### src/rtl/sma_pkg.sv
// sma_pkg: shared types and constants for the sign-magnitude adder arbiter
package sma_pkg;
    typedef enum logic [1:0] {
        ST_IDLE = 2'd0,
        ST_EXEC = 2'd1,
        ST_RESP = 2'd2
    } state_t;
    localparam int DEF_WIDTH = 16;
    localparam int OVF_CNT_W = 16;
endpackage

### src/rtl/sign_magnitude_add.sv
// sign_magnitude_add: combinational sign-magnitude adder
//   i_lhs_sign/i_lhs_magnitude, i_rhs_sign/i_rhs_magnitude : operands
//   o_sign/o_magnitude : result (zero is always positive)
//   o_overflow         : result magnitude needs WIDTH+1 bits
module sign_magnitude_add #(
    parameter int WIDTH = 16
) (
    input  logic             i_lhs_sign,
    input  logic [WIDTH-1:0] i_lhs_magnitude,
    input  logic             i_rhs_sign,
    input  logic [WIDTH-1:0] i_rhs_magnitude,
    output logic             o_sign,
    output logic [WIDTH-1:0] o_magnitude,
    output logic             o_overflow
);
    logic [WIDTH:0]   w_add;
    logic [WIDTH-1:0] w_dif;
    logic             w_l_ge;
    logic             w_same;
    assign w_same = i_lhs_sign == i_rhs_sign;
    assign w_add  = {1'b0, i_lhs_magnitude} + {1'b0, i_rhs_magnitude};
    assign w_l_ge = i_lhs_magnitude >= i_rhs_magnitude;
    assign w_dif  = w_l_ge ? i_lhs_magnitude - i_rhs_magnitude : i_rhs_magnitude - i_lhs_magnitude;
    assign o_magnitude = w_same ? w_add[WIDTH-1:0] : w_dif;
    assign o_overflow  = w_same & w_add[WIDTH];
    // the larger operand sets the sign; equal magnitudes cancel to +0
    assign o_sign = w_same ? (i_lhs_sign & |w_add)
                           : (w_l_ge ? (i_lhs_sign & |w_dif) : i_rhs_sign);
endmodule

### src/rtl/sma_rr_arbiter.sv
// sma_rr_arbiter: combinational round-robin pick
//   i_req : request vector
//   i_ptr : last winner; scan starts at i_ptr+1 and wraps
//   o_gnt : one-hot grant (zero when no request)
//   o_idx : encoded grant index
module sma_rr_arbiter
    import sma_pkg::*;
#(
    parameter  int NUM_REQ = 4,
    localparam int ID_W    = $clog2(NUM_REQ)
) (
    input  logic [NUM_REQ-1:0] i_req,
    input  logic [ID_W-1:0]    i_ptr,
    output logic [NUM_REQ-1:0] o_gnt,
    output logic [ID_W-1:0]    o_idx
);
    logic w_found;
    always_comb begin
        o_gnt   = '0;
        o_idx   = '0;
        w_found = 1'b0;
        for (int i = 1; i <= NUM_REQ; i++) begin
            if (!w_found && i_req[(int'(i_ptr) + i) % NUM_REQ]) begin
                w_found = 1'b1;
                o_gnt[(int'(i_ptr) + i) % NUM_REQ] = 1'b1;
                o_idx = ID_W'((int'(i_ptr) + i) % NUM_REQ);
            end
        end
    end
endmodule

### src/rtl/sma_add_arbiter.sv
// sma_add_arbiter: round-robin shares one sign-magnitude adder among NUM_REQ requesters
//   i_clk, i_rst_n (sync, active-low)
//   i_req_valid/o_req_ready : per-requester handshake, ready one-hot in IDLE
//   i_lhs_*/i_rhs_*         : packed per-requester operands, requester k at [k*WIDTH +: WIDTH]
//   o_rsp_valid/i_rsp_ready : response handshake carrying o_rsp_id, o_sign, o_magnitude, o_overflow
//   SMA_ADD_ARBITER_OVF_CNT_EN adds i_ovf_clr and saturating o_ovf_count of overflowed responses
module sma_add_arbiter
    import sma_pkg::*;
#(
    parameter  int WIDTH   = DEF_WIDTH,
    parameter  int NUM_REQ = 4,
    localparam int ID_W    = $clog2(NUM_REQ)
) (
    input  logic                     i_clk,
    input  logic                     i_rst_n,
    input  logic [NUM_REQ-1:0]       i_req_valid,
    output logic [NUM_REQ-1:0]       o_req_ready,
    input  logic [NUM_REQ-1:0]       i_lhs_sign,
    input  logic [NUM_REQ*WIDTH-1:0] i_lhs_magnitude,
    input  logic [NUM_REQ-1:0]       i_rhs_sign,
    input  logic [NUM_REQ*WIDTH-1:0] i_rhs_magnitude,
    output logic                     o_rsp_valid,
    input  logic                     i_rsp_ready,
    output logic [ID_W-1:0]          o_rsp_id,
    output logic                     o_sign,
    output logic [WIDTH-1:0]         o_magnitude,
`ifdef SMA_ADD_ARBITER_OVF_CNT_EN
    input  logic                     i_ovf_clr,
    output logic [OVF_CNT_W-1:0]     o_ovf_count,
`endif
    output logic                     o_overflow
);
    state_t             r_state;
    state_t             w_next;
    logic [ID_W-1:0]    r_ptr;
    logic [ID_W-1:0]    r_id;
    logic               r_lhs_sign;
    logic [WIDTH-1:0]   r_lhs_mag;
    logic               r_rhs_sign;
    logic [WIDTH-1:0]   r_rhs_mag;
    logic [NUM_REQ-1:0] w_gnt;
    logic [ID_W-1:0]    w_idx;
    logic               w_sum_sign;
    logic [WIDTH-1:0]   w_sum_mag;
    logic               w_sum_ovf;

    sma_rr_arbiter #(.NUM_REQ(NUM_REQ)) u_arb (
        .i_req (i_req_valid),
        .i_ptr (r_ptr),
        .o_gnt (w_gnt),
        .o_idx (w_idx)
    );

    sign_magnitude_add #(.WIDTH(WIDTH)) u_add (
        .i_lhs_sign      (r_lhs_sign),
        .i_lhs_magnitude (r_lhs_mag),
        .i_rhs_sign      (r_rhs_sign),
        .i_rhs_magnitude (r_rhs_mag),
        .o_sign          (w_sum_sign),
        .o_magnitude     (w_sum_mag),
        .o_overflow      (w_sum_ovf)
    );

    // ready is masked during reset so no request is acknowledged at a resetting edge
    always_comb begin
        o_req_ready = (r_state == ST_IDLE && i_rst_n) ? w_gnt : '0;
        o_rsp_valid = r_state == ST_RESP;
        w_next = r_state == ST_IDLE ? (|o_req_ready ? ST_EXEC : ST_IDLE) :
                 r_state == ST_EXEC ? ST_RESP :
                 (r_state == ST_RESP && !i_rsp_ready) ? ST_RESP : ST_IDLE;
    end

    always_ff @(posedge i_clk) begin
        if (!i_rst_n) begin
            r_state     <= ST_IDLE;
            r_ptr       <= ID_W'(NUM_REQ - 1);
            r_id        <= '0;
            r_lhs_sign  <= 1'b0;
            r_lhs_mag   <= '0;
            r_rhs_sign  <= 1'b0;
            r_rhs_mag   <= '0;
            o_rsp_id    <= '0;
            o_sign      <= 1'b0;
            o_magnitude <= '0;
            o_overflow  <= 1'b0;
        end else begin
            r_state <= w_next;
            if (|o_req_ready) begin
                r_ptr      <= w_idx;
                r_id       <= w_idx;
                r_lhs_sign <= i_lhs_sign[w_idx];
                r_lhs_mag  <= i_lhs_magnitude[int'(w_idx)*WIDTH +: WIDTH];
                r_rhs_sign <= i_rhs_sign[w_idx];
                r_rhs_mag  <= i_rhs_magnitude[int'(w_idx)*WIDTH +: WIDTH];
            end
            if (r_state == ST_EXEC) begin
                o_rsp_id    <= r_id;
                o_sign      <= w_sum_sign;
                o_magnitude <= w_sum_mag;
                o_overflow  <= w_sum_ovf;
            end
        end
    end

`ifdef SMA_ADD_ARBITER_OVF_CNT_EN
    logic [OVF_CNT_W-1:0] r_ovf_cnt;
    always_ff @(posedge i_clk) begin
        if (!i_rst_n || i_ovf_clr)
            r_ovf_cnt <= '0;
        else if (o_rsp_valid && i_rsp_ready && o_overflow && r_ovf_cnt != '1)
            r_ovf_cnt <= r_ovf_cnt + 1'b1;
    end
    assign o_ovf_count = r_ovf_cnt;
`endif
endmodule

### config.mk
export PLATFORM = sky130hd
export DESIGN_NAME = sma_add_arbiter
export DESIGN_NICKNAME = d
export VERILOG_FILES = /design/src/rtl/sma_pkg.sv /design/src/rtl/sign_magnitude_add.sv /design/src/rtl/sma_rr_arbiter.sv /design/src/rtl/sma_add_arbiter.sv
export SDC_FILE = /design/constraint.sdc
export NUM_CORES = 1
export LEC_CHECK = 0
export BUFFER_PORTS_ARGS = -buffer_cell sky130_fd_sc_hd__buf_2
export CAP_MARGIN = 20
export CORE_MARGIN = 2
export CORE_UTILIZATION = 59
export CTS_CLUSTER_DIAMETER = 30
export CTS_CLUSTER_SIZE = 8
export DETAILED_ROUTE_END_ITERATION = 7
export PLACE_DENSITY = 0.94
export SLEW_MARGIN = 20
export SYNTH_ARGS = -nofsm -noshare
export SYNTH_HDL_FRONTEND = slang
export SYNTH_SLANG_ARGS = --single-unit
export TNS_END_PERCENT = 20
### constraint.sdc
create_clock -name i_clk -period 9.5 [get_ports i_clk]
set_input_delay 0.475 -clock i_clk [delete_from_list [all_inputs] [get_ports i_clk]]
set_output_delay 0.475 -clock i_clk [all_outputs]
set_load 0.02 [all_outputs]
Word-level counts from Yosys, hierarchy flattened --
Index checks and enable logic that the tools add are counted.
Storage, ports and cells: register bits after elaboration 60, bits of input ports 143, word-level logic and storage cells 108, output and inout bits 25
Cells by class: shift operators 2, bitwise operators 10, reduce and logical (&&, ||, !) cells 21, mux-type cells 44, $lt $le $gt $ge 10, add/sub/neg operators 7, eq/ne operators 3
Operators by type and width (number):
- $shiftx 64x7->16 | 2
- $mux 16 | 2
- $sub 16x16->16 | 2
- $mux 1 | 20
- $mux 4 | 5
- $add 16x16->17 | 1
- $reduce_or 17->1 | 1
- $ge 16x16->1 | 1
- $lt 3x4->1 const B | 4
- $reduce_or 16->1 | 1
- $mux 2 | 7
- $bmux 1 s2 | 6
- $ge 3x1->1 const B | 4
- $or 4x4->4 | 3
- $logic_and 1x1->1 | 9
- $demux 1 s2 | 4
- $reduce_or 2->1 | 4
- $add 2x1->2 const B | 2
- $add 2x2->2 const B | 2
- $and 1x1->1 const A | 4
- $logic_not 1->1 | 4
- $reduce_or 4->1 | 1
- $and 1x1->1 | 3
- $lt 2x3->1 const B | 1
- other kinds (4) | 4

Depth between registers and ports, before layout --
Gate-level depths: netlist of run 1.
depth after elaboration 20, mapped depth 13, gate-level depth less buffers 13

Cells and area by module --
Synthesis of run 1 repeated with hierarchy kept, for this count alone.
Unflattened totals: cell total of the unflattened synthesis 759, area total of the unflattened synthesis 6597.6 µm²
Modules (own cells, without submodules):
- sma_add_arbiter | cells each 310, sequential area each 1201.2 µm², times used 1, area an instance 3338.2 µm²
- sign_magnitude_add | cells each 390, sequential area each 0.0 µm², times used 1, area an instance 2765.2 µm²
- sma_rr_arbiter | cells each 59, sequential area each 0.0 µm², times used 1, area an instance 494.2 µm²

Least setup slack after synthesis of run 1 --
OpenSTA, ideal clock, no wires.
path type reg2reg, start register r_lhs_mag[1], end register o_sign, path slack 6364 ps, library setup time 127 ps, data arrival time 3009 ps, cell stages (with the launch flop) 12, clock period less this slack 3136 ps, data required time 9373 ps, path buffers 0, cell sequence dfxtp_1 > inv_1 > fa_1 > o21bai_1 > a21oi_1 > xor2_1 > or4_1 > or4b_1 > nor4_1 > nand4_1 > a21oi_1 > a21oi_1
On the way: cells in the longest elaborated chain, start to end 6, elaborated cells between the ends (all ways) 11, those cells by class add/sub: 3; order compare: 1; mux: 3; bitwise: 2; reduce/logical: 2
RTL lines:
- from (decl) | line sma_add_arbiter.sv:38 | logic [WIDTH-1:0] r_lhs_mag;
- from (signal assigned) | line sma_add_arbiter.sv:92 | r_lhs_mag <= i_lhs_magnitude[int'(w_idx)*WIDTH +: WIDTH];
- $sub 16x16->16 / $ge 16x16->1 (equally long branches) | line sign_magnitude_add.sv:23, sign_magnitude_add.sv:22
- $mux 16 | line sign_magnitude_add.sv:23 | assign w_dif = w_l_ge ? i_lhs_magnitude - i_rhs_magnitude : i_rhs_magnitude - i_lhs_magnitude;
- $reduce_or 16->1 | line sign_magnitude_add.sv:28 | : (w_l_ge ? (i_lhs_sign & |w_dif) : i_rhs_sign);
- $and 1x1->1 | line sign_magnitude_add.sv:28
- $mux 1 | line sign_magnitude_add.sv:28
- $mux 1 (*) | line sign_magnitude_add.sv:27 | assign o_sign = w_same ? (i_lhs_sign & |w_add)
- to (signal assigned) | line sma_add_arbiter.sv:98 | o_sign <= w_sum_sign;
- to (decl) | line sma_add_arbiter.sv:25 | output logic o_sign,
Mark *: on every way between the ends. The rest lies on a longest branch, timed or not. A chain may end at the register's enable or synchronous reset.

Worst setup path after layout of run 1 --
start register r_ptr[0], end register r_lhs_mag[14]
On the way: cells in the longest elaborated chain, start to end 16, elaborated cells between the ends (all ways) 67, those cells by class add/sub: 4; order compare: 8; shift: 1; mux: 32; bitwise: 7; reduce/logical: 15
RTL lines:
- from (decl) | line sma_add_arbiter.sv:35 | logic [ID_W-1:0] r_ptr;
- from (signal assigned) | line sma_add_arbiter.sv:76 | r_ptr <= ID_W'(NUM_REQ - 1);
- from (signal assigned) | line sma_add_arbiter.sv:89 | r_ptr <= w_idx;
- $add 2x1->2 | line sma_rr_arbiter.sv:23, sma_rr_arbiter.sv:25, sma_rr_arbiter.sv:26
- $reduce_or 2->1 (no line) / $bmux 1 s2 (equally long branches)
- $and 1x1->1 (no line) / $mux 1 (equally long branches)
- $lt 3x4->1 (not written as such) (tied with other cells) | line sma_rr_arbiter.sv:25 | o_gnt[(int'(i_ptr) + i) % NUM_REQ] = 1'b1;
- $logic_and 1x1->1 (not written as such) / $mux 1 (equally long branches) | line sma_rr_arbiter.sv:25, sma_rr_arbiter.sv:23
- $mux 1 (not written as such) / $logic_not 1->1 (equally long branches) | line sma_rr_arbiter.sv:25, sma_rr_arbiter.sv:23
- $demux 1 s2 / $logic_and 1x1->1 (equally long branches)
- $mux 4 / $mux 1 (equally long branches) | line sma_rr_arbiter.sv:23 | if (!w_found && i_req[(int'(i_ptr) + i) % NUM_REQ]) begin
- $or 4x4->4 (no line) / $logic_not 1->1 (equally long branches)
- $mux 4 / $logic_and 1x1->1 (equally long branches) | line sma_rr_arbiter.sv:23
- $or 4x4->4 (no line) / $mux 1 (equally long branches)
- $mux 4 / $logic_not 1->1 (equally long branches) | line sma_rr_arbiter.sv:23
- $or 4x4->4 (no line) / $logic_and 1x1->1 (equally long branches)
- $mux 4 | line sma_rr_arbiter.sv:23
- $mux 4 | line sma_add_arbiter.sv:66 | o_req_ready = (r_state == ST_IDLE && i_rst_n) ? w_gnt : '0;
- $reduce_or 4->1 | line sma_add_arbiter.sv:88 | if (|o_req_ready) begin
Several ways; a longest one is shown, not always the timed one. The select of a mux whose other input is x is not followed.

==> results.md, run 1 <==
- Critical Path AT: 4.47 ns
- Hold Path Origin: i_rsp_ready
- Final #Nets: 1,152
- Register area share after synthesis: 18.71%
- WL/cell: 16.10 µm
- Top achievable clock speed: 239.4 MHz
- Crit. End Element: flop
- Crit start category: flop
- Mapped Cells: 829
- First DRT Iteration DRCs: 640
- Max Fanout on Critical Path: 92
- Crit path to: r_lhs_mag[14]
- Maxcap violations: 0
- Slowest stage cell, crit path: buf_4
- Core ar.: 10,750 µm²
- Hold Path Class: input pin to flop
- ANT cells: 0
- Total grt overflow: 0
- Clock Skew: 0.01408 ns
- Core Rows: 38
- Commonest non-fill, non-tap cell in the layout: buf_2
- Syn_area_per_cell: 7.744 µm²
- Synth warn: 0
- Crit-path max cell delay: 0.84 ns
- Ys async rst share: 0%
- Type of the worst setup path: flop to flop
- Chip width: 108.3 µm
- Antenna viol nets, final: 0
- Post-DP HPWL: 13.60 mm
- DRC violations left: 0
- DR vias/cell: 6.134
- Fin. Hold Viols: 0
- Largest net degree at the start of global routing: 93
- CTS clk-pin slew, worst paths: 0.08 ns
- Initial Util: 59.75%
- Sum Neg Setup Slack: 0 ns
- Footprint of the multi-input gates: 4763 µm²
- Drt total wl: 17.68 mm
- Actual slew at the worst max-slew pin: 0.9795 ns
- Layout fillers: 905
- # Post-CTS Setup Buffers: 0
- Inserted Clock Buffers: 9
- Vias in the first global route: 6,140
- Post_cts resized: 0
- CTS HTree Levels: 3
- I/O pin count: 168
- Synth unique cells: 75
- Reg2Reg Depth: 9
- Die span in y: 108.3 µm
- RD Place Congestion: 1.038
- Register area: 1201 µm²
- Final number of setup-violating endpoints: 0
- Synth Register Bits: 60
- Slew headroom: 34.70%
- R2R Path Start: r_ptr[0]
- GRT Util Overall: 30.73%
- Run status: completed
- Drt pass-1 iters: 6
- Clock tree sinks: 60
- Final Cycle Share: 43.96%
- Final Slew Violations: 0
- Cell area after synthesis: 6420 µm²
- Clock Tree Root: clkbuf_8
- Hold buffers post-CTS: 0
- Die area: 11,730 µm²
- Tmin final: 4.177 ns
- Layout cells sized above 1: 21.29%
- IO buf count: 167
- Synth Flop Type: dfxtp_1
- FF-to-FF setup slack: 5.32 ns
- Global-route wire length before repair: 28.89 mm
- Total via count in the routed design: 6,735
- Cells along the critical path: inv_1 > ha_1 > mux2i_1 > nor2_2 > o31ai_4 > buf_4 > mux2i_1 > a211o_1 > a21boi_1
- Reg2reg end: r_lhs_mag[14]
- Commonest non-fill, non-tap cells in the layout: buf_2, nand2_1, dfxtp_1
- Post-synth EDFFs: 0
- Initial antenna violation count: 0
- Synthesis-to-finish area growth: 15.03%
- Clock tree buffer depth: 2
- Critical path data required time: 9.79 ns
- Worst-skew pair later-pin latency: 0.36 ns
- Syn nets: 1,028
- Unrepaired setup endpoints after global routing: false
- Most used cell, CP: mux2i_1
- Worst setup path startpoint: r_ptr[0]
- CTS tree: yes
## worst min path at each step
| stage | to | depth (start not counted) |
|---|---|---|
| 3_5_place_dp | o_magnitude[15] | 2 |
| 6_report | r_state[1] | 3 |
| 5_1_grt | r_state[1] | 3 |
| 4_1_cts | r_state[1] | 3 |
| 3_3_place_gp | o_magnitude[15] | 2 |
| 2_1_floorplan | o_rsp_id[1] | 2 |
## per-layer routing
layer / vias to the layer above / track usage [%] / routed length [µm]
met1: 3077 / 41.04 / 7703
met4: 0 / 9.158 / 419
met3: 41 / 6.209 / 1518
li1: 3235 / - / -
met2: 382 / 50.13 / 8037
met5: - / 0 / 0
## Yosys cell counts (16+ instances only)
| cell | instances | area share (%) |
|---|---|---|
| nand2_1 | 81 | 4.7 |
| dfxtp_1 | 60 | 19 |
| ha_1 | 53 | 10 |
| inv_1 | 51 | 3.0 |
| nor2b_1 | 51 | 5.0 |
| mux2i_1 | 45 | 7.0 |
| a211oi_1 | 43 | 5.0 |
| nor2_1 | 43 | 2.5 |
| a21oi_1 | 39 | 3.0 |
| a211o_1 | 37 | 5.0 |
| a21boi_1 | 34 | 4.0 |
| clkbuf_1 | 31 | 1.8 |
| nor3_1 | 22 | 1.7 |
| xnor2_1 | 21 | 2.9 |
| nand3_1 | 18 | 1.4 |
| o21ai_0 | 17 | 1.3 |
| buf_2 | 16 | 1.2 |
## kinds of logic (layout without fill, tap and decap cells)
logic type	after synthesis	in the layout	share of synthesized area, %
simple gates	268	268	21.24
compound gates	256	256	29.37
buf+inv	111	240	7.386
flops	60	60	18.71
fa+ha+maj	56	56	11.26
mux	49	49	8.068
xor+xnor	29	29	3.956
## stage by stage
step | hold slack [ns] | area, µm² | util, % | worst slack (ns) | std cells
2_1_floorplan | 0.4413 | 6420 | - | 6.364 | 829
3_3_place_gp | 0.4410 | 7208 | 67.08 | 5.578 | 1082
3_5_place_dp | 0.4459 | 7208 | 67.08 | 5.412 | 1082
4_1_cts | 0.4166 | 7385 | 68.72 | 5.389 | 1098
5_1_grt | 0.4333 | 7385 | 68.72 | 4.953 | 1098
6_report | 0.4150 | 7385 | 68.72 | 5.323 | 1098
## layout make-up
| type | count | area share (%) |
|---|---|---|
| Clock inverter | 6 | 0.6608 |
| Timing Repair Buffer | 172 | 11.83 |
| Sequential cell | 60 | 16.27 |
| Clock buffer | 10 | 1.728 |
| Inverter | 52 | 2.643 |
| Multi-Input combinational cell | 658 | 64.50 |
| Tap cell | 140 | 2.372 |
## worst max-delay path, delay by kind of cell, from the launching register on
kind	cells	cell delay, ns
and+or+nand+nor	1	0.14
buffers and inverters	2	1.09
AOI/OAI and AO/OA	3	1.15
DFF	1	0.60
adders and majority gates	1	0.45
muxes	2	0.62
## flip-flops by register name, summed over array words and instances (netlist names), 2 cells and up
signal       cells
o_rsp_id         2
r_id             2
r_rhs_mag       16
r_state          2
o_magnitude     16
r_lhs_mag       16
r_ptr            2
Power of run 1 is not shown: default switching activity piles up to over one toggle a cycle in this logic, so the estimate is an artifact.
==> inputs of run 2 (changes only) <==
Settings changed: ABC_AREA from default to 1, CORE_UTILIZATION 59 to 50, PLACE_DENSITY 0.94 to 0.85.
Clock period 9.5 ns to 3.6 ns, I/O delays scaled along.
==> run 2 against run 1 <==
Global-route usage increased by 0.087 points; hold slack got worse by 0.29 ns; wire length grew 23%; clock skew shrank 0.0051 ns; critical endpoint is now o_sign; design area increased by 6.9%; register-to-register slack lost 4.9 ns; maximum frequency is 33% higher; die area up 21%; sequential share of layout area fell by 1.1 points; critical path depth is 12 higher; synthesized cell count grew 38%; synthesized area up 3.5%.
==> results.md, run 2 <==
- Post-DP HPWL: 18.00 mm (+32%)
- Synth warn: 0 (unchanged)
- Worst-skew pair later-pin latency: 0.33 ns (-0.03 ns)
- FF-to-FF setup slack: 0.45 ns (-4.87 ns)
- Core ar.: 13,090 µm² (+22%)
- Tmin final: 3.148 ns (-1.029 ns)
- Unrepaired setup endpoints after global routing: false
- First DRT Iteration DRCs: 616 (-3.8%)
- Slew headroom: 47.61% (+13 points)
- Drt total wl: 21.79 mm (+23%)
- Actual slew at the worst max-slew pin: 0.7829 ns (-0.1966 ns)
- Crit start category: flop
- Synth unique cells: 37 (-51%)
- Clock Skew: 0.008999 ns (-0.005082 ns)
- CTS clk-pin slew, worst paths: 0.06 ns (-0.02 ns)
- Critical path data required time: 3.83 ns (-5.96 ns)
- Post-synth top area cell: nand2_1
- Final #Nets: 1,490 (+29%)
- Core Rows: 42 (+11%)
- Chip width: 119.3 µm (+10%)
- Layout fillers: 1,340 (+48%)
- Top Registers: o_magnitude x16, r_lhs_mag x16, r_rhs_mag x16
- Type of the worst setup path: flop to flop
- CTS HTree Levels: 3 (unchanged)
- Clock tree sinks: 60 (unchanged)
- Final Slew Violations: 0 (unchanged)
- Most frequent cell after synthesis: nand2_1
- WL/cell: 14.79 µm (-8.1%)
- Largest net degree at the start of global routing: 56 (-40%)
- Final number of setup-violating endpoints: 0 (unchanged)
- Setup WS post-layout: 0.4522 ns (-4.871 ns)
- DRC violations left: 0 (unchanged)
- Clock tree buffer depth: 2 (unchanged)
- Cell area after synthesis: 6645 µm² (+3.5%)
- GRT Util Overall: 30.82% (+0.087 points)
- Maxcap violations: 0 (unchanged)
- Ys async rst share: 0% (unchanged)
- Power Density: 1152 nW/µm²
- Max Fanout on Critical Path: 18 (-80%)
- RD Place Congestion: 1.011 (-2.6%)
- Critical Path AT: 3.38 ns (-1.09 ns)
- Finished Cell Area: 7895 µm² (+6.9%)
- Die span in y: 119.3 µm (+10%)
- DR vias/cell: 5.252 (-14%)
- Leakage: 4.219 nW
- VDD IR max: 0.0008891 V
- Layout cells sized above 1: 19.44% (-1.8 points)
- Top achievable clock speed: 317.7 MHz (+33%)
- Pre-CTS worst setup slack: 0.4897 ns (-4.922 ns)
- Post_cts resized: 0 (unchanged)
- Run status: completed
- CTS tree: yes
- # Post-CTS Setup Buffers: 0 (unchanged)
- DP Area: 7622 µm² (+5.7%)
- Die area: 14,230 µm² (+21%)
- Register area share after synthesis: 18.08% (-0.63 points)
- Syn nets: 1,345 (+31%)
- Sum Neg Setup Slack: 0 ns (unchanged)
- Commonest non-fill, non-tap cells in the layout: nand2_1, buf_2, nor2_1
- Vias in the first global route: 7,236 (+18%)
- Mapped Cells: 1,146 (+38%)
- Final Cycle Share: 87.44% (+43 points)
- Commonest cells post-synth: nand2_1, nor2_1, inv_1, o21ai_0, dfxtp_1
- Clock Tree Root: clkbuf_16
- Hold Path Class: input pin to flop
- Initial Util: 50.78% (-9.0 points)
- Synth top area share: 18.25% (-0.46 points)
- Synth Flop Type: dfxtp_1
- Antenna viol nets, final: 0 (unchanged)
- Global-route wire length before repair: 34.99 mm (+21%)
- Post-synth EDFFs: 0 (unchanged)
- Initial antenna violation count: 1 (+1)
- Syn_area_per_cell: 5.799 µm² (-25%)
- Area contributors post-synth: nand2_1, dfxtp_1, ha_1
- Hold buffers post-CTS: 0 (unchanged)
- IO buf count: 167 (unchanged)
- I/O pin count: 168 (unchanged)
- Fin. Hold Viols: 0 (unchanged)
- Total via count in the routed design: 7,736 (+15%)
- Inserted Clock Buffers: 9 (unchanged)
- Commonest non-fill, non-tap cell in the layout: nand2_1
- Crit. End Element: flop
- Synthesis-to-finish area growth: 18.81%
- Synth Register Bits: 60 (unchanged)
- Total grt overflow: 0 (unchanged)
- Drt pass-1 iters: 5 (-1)
-- run 2: changes by cell type after synthesis, moves of 45 or more --
cell	before	now
mux2i_1	45	0
nand2_1	81	323
nor2_1	43	158
inv_1	51	147
o21ai_0	17	77
nor2b_1	51	0
-- run 2: per-layer routing --
| metal | track usage, % | vias up | routed length [µm] |
|---|---|---|---|
| met5 | 0 | - | 0 |
| met4 | 12.20 | 0 | 749 |
| met3 | 4.598 | 47 | 1523 |
| met2 | 51.04 | 305 | 9935 |
| met1 | 40.18 | 3448 | 9580 |
| li1 | - | 3936 | - |
-- run 2: kinds of logic after synthesis --
| kind of cell | count (synthesis) | share of synthesized area (%) |
|---|---|---|
| and+or+nand+nor | 582 | 35.87 |
| AOI/OAI and AO/OA | 222 | 19.85 |
| buffers and inverters | 205 | 12.56 |
| DFF | 60 | 18.08 |
| adders and majority gates | 56 | 10.88 |
| xor gates and xnor gates | 21 | 2.768 |
-- run 2: per-stage QoR --
| step | power, W | std cells | utilization [%] | hold slack, ns |
|---|---|---|---|---|
| after global routing | 0.01006 | 1473 | 60.34 | 0.1365 |
| final | 0.009098 | 1473 | 60.34 | 0.1204 |
| after global placement | 0.008127 | 1456 | 58.25 | 0.4465 |
| after detailed placement | 0.008169 | 1456 | 58.25 | 0.4553 |
| after CTS | 0.008990 | 1472 | 60.32 | 0.1158 |
| after floorplan | 0.006412 | 1146 | - | 0.3184 |
-- run 2: report_power, final --
part / internal [W] / switching [W]
clock network: 0.000479 / 0.000317
logic: 0.00241 / 0.00480
registers: 0.000907 / 0.000188
-- run 2: final timing paths --
kind / from / depth (start not counted) / end
setup / recovery: r_lhs_mag[4] / 21 / o_sign
hold / removal: i_rsp_ready / 4 / r_state[1]
setup reg to reg: r_lhs_mag[4] / 21 / o_sign
hold reg to reg: o_overflow / 2 / o_overflow
-- run 2: area by class of cell --
type	count	area (µm²)	share of cell area, %
multi-input cells	881	4612	58.42
flip-flops and latches	60	1201	15.21
repair buffers	185	1008	12.77
inverters	154	580.6	7.353
clock buffers	11	242.7	3.074
well taps	176	220.2	2.789
clock inverters	5	27.53	0.3487
diodes	1	2.502	0.03170
-- run 2: worst max-delay path: stages, from the launching register on --
cell and delay, ns:
dfxtp_1 0.35, inv_1 0.08, ha_1 0.49, nand2_1 0.15
nor2_1 0.27, nand2_1 0.12, nand3_1 0.08, nand2_1 0.05
nand2_1 0.42, inv_2 0.18, nand2_1 0.10, nand2_1 0.07
nor2_1 0.10, nand2_1 0.07, nor2_1 0.12, nand2_1 0.08
nand2_1 0.05, nand2_1 0.05, nand2_1 0.05, nand3_1 0.06
nand2_1 0.06, inv_1 0.04
(Power assumes the default switching activity.)
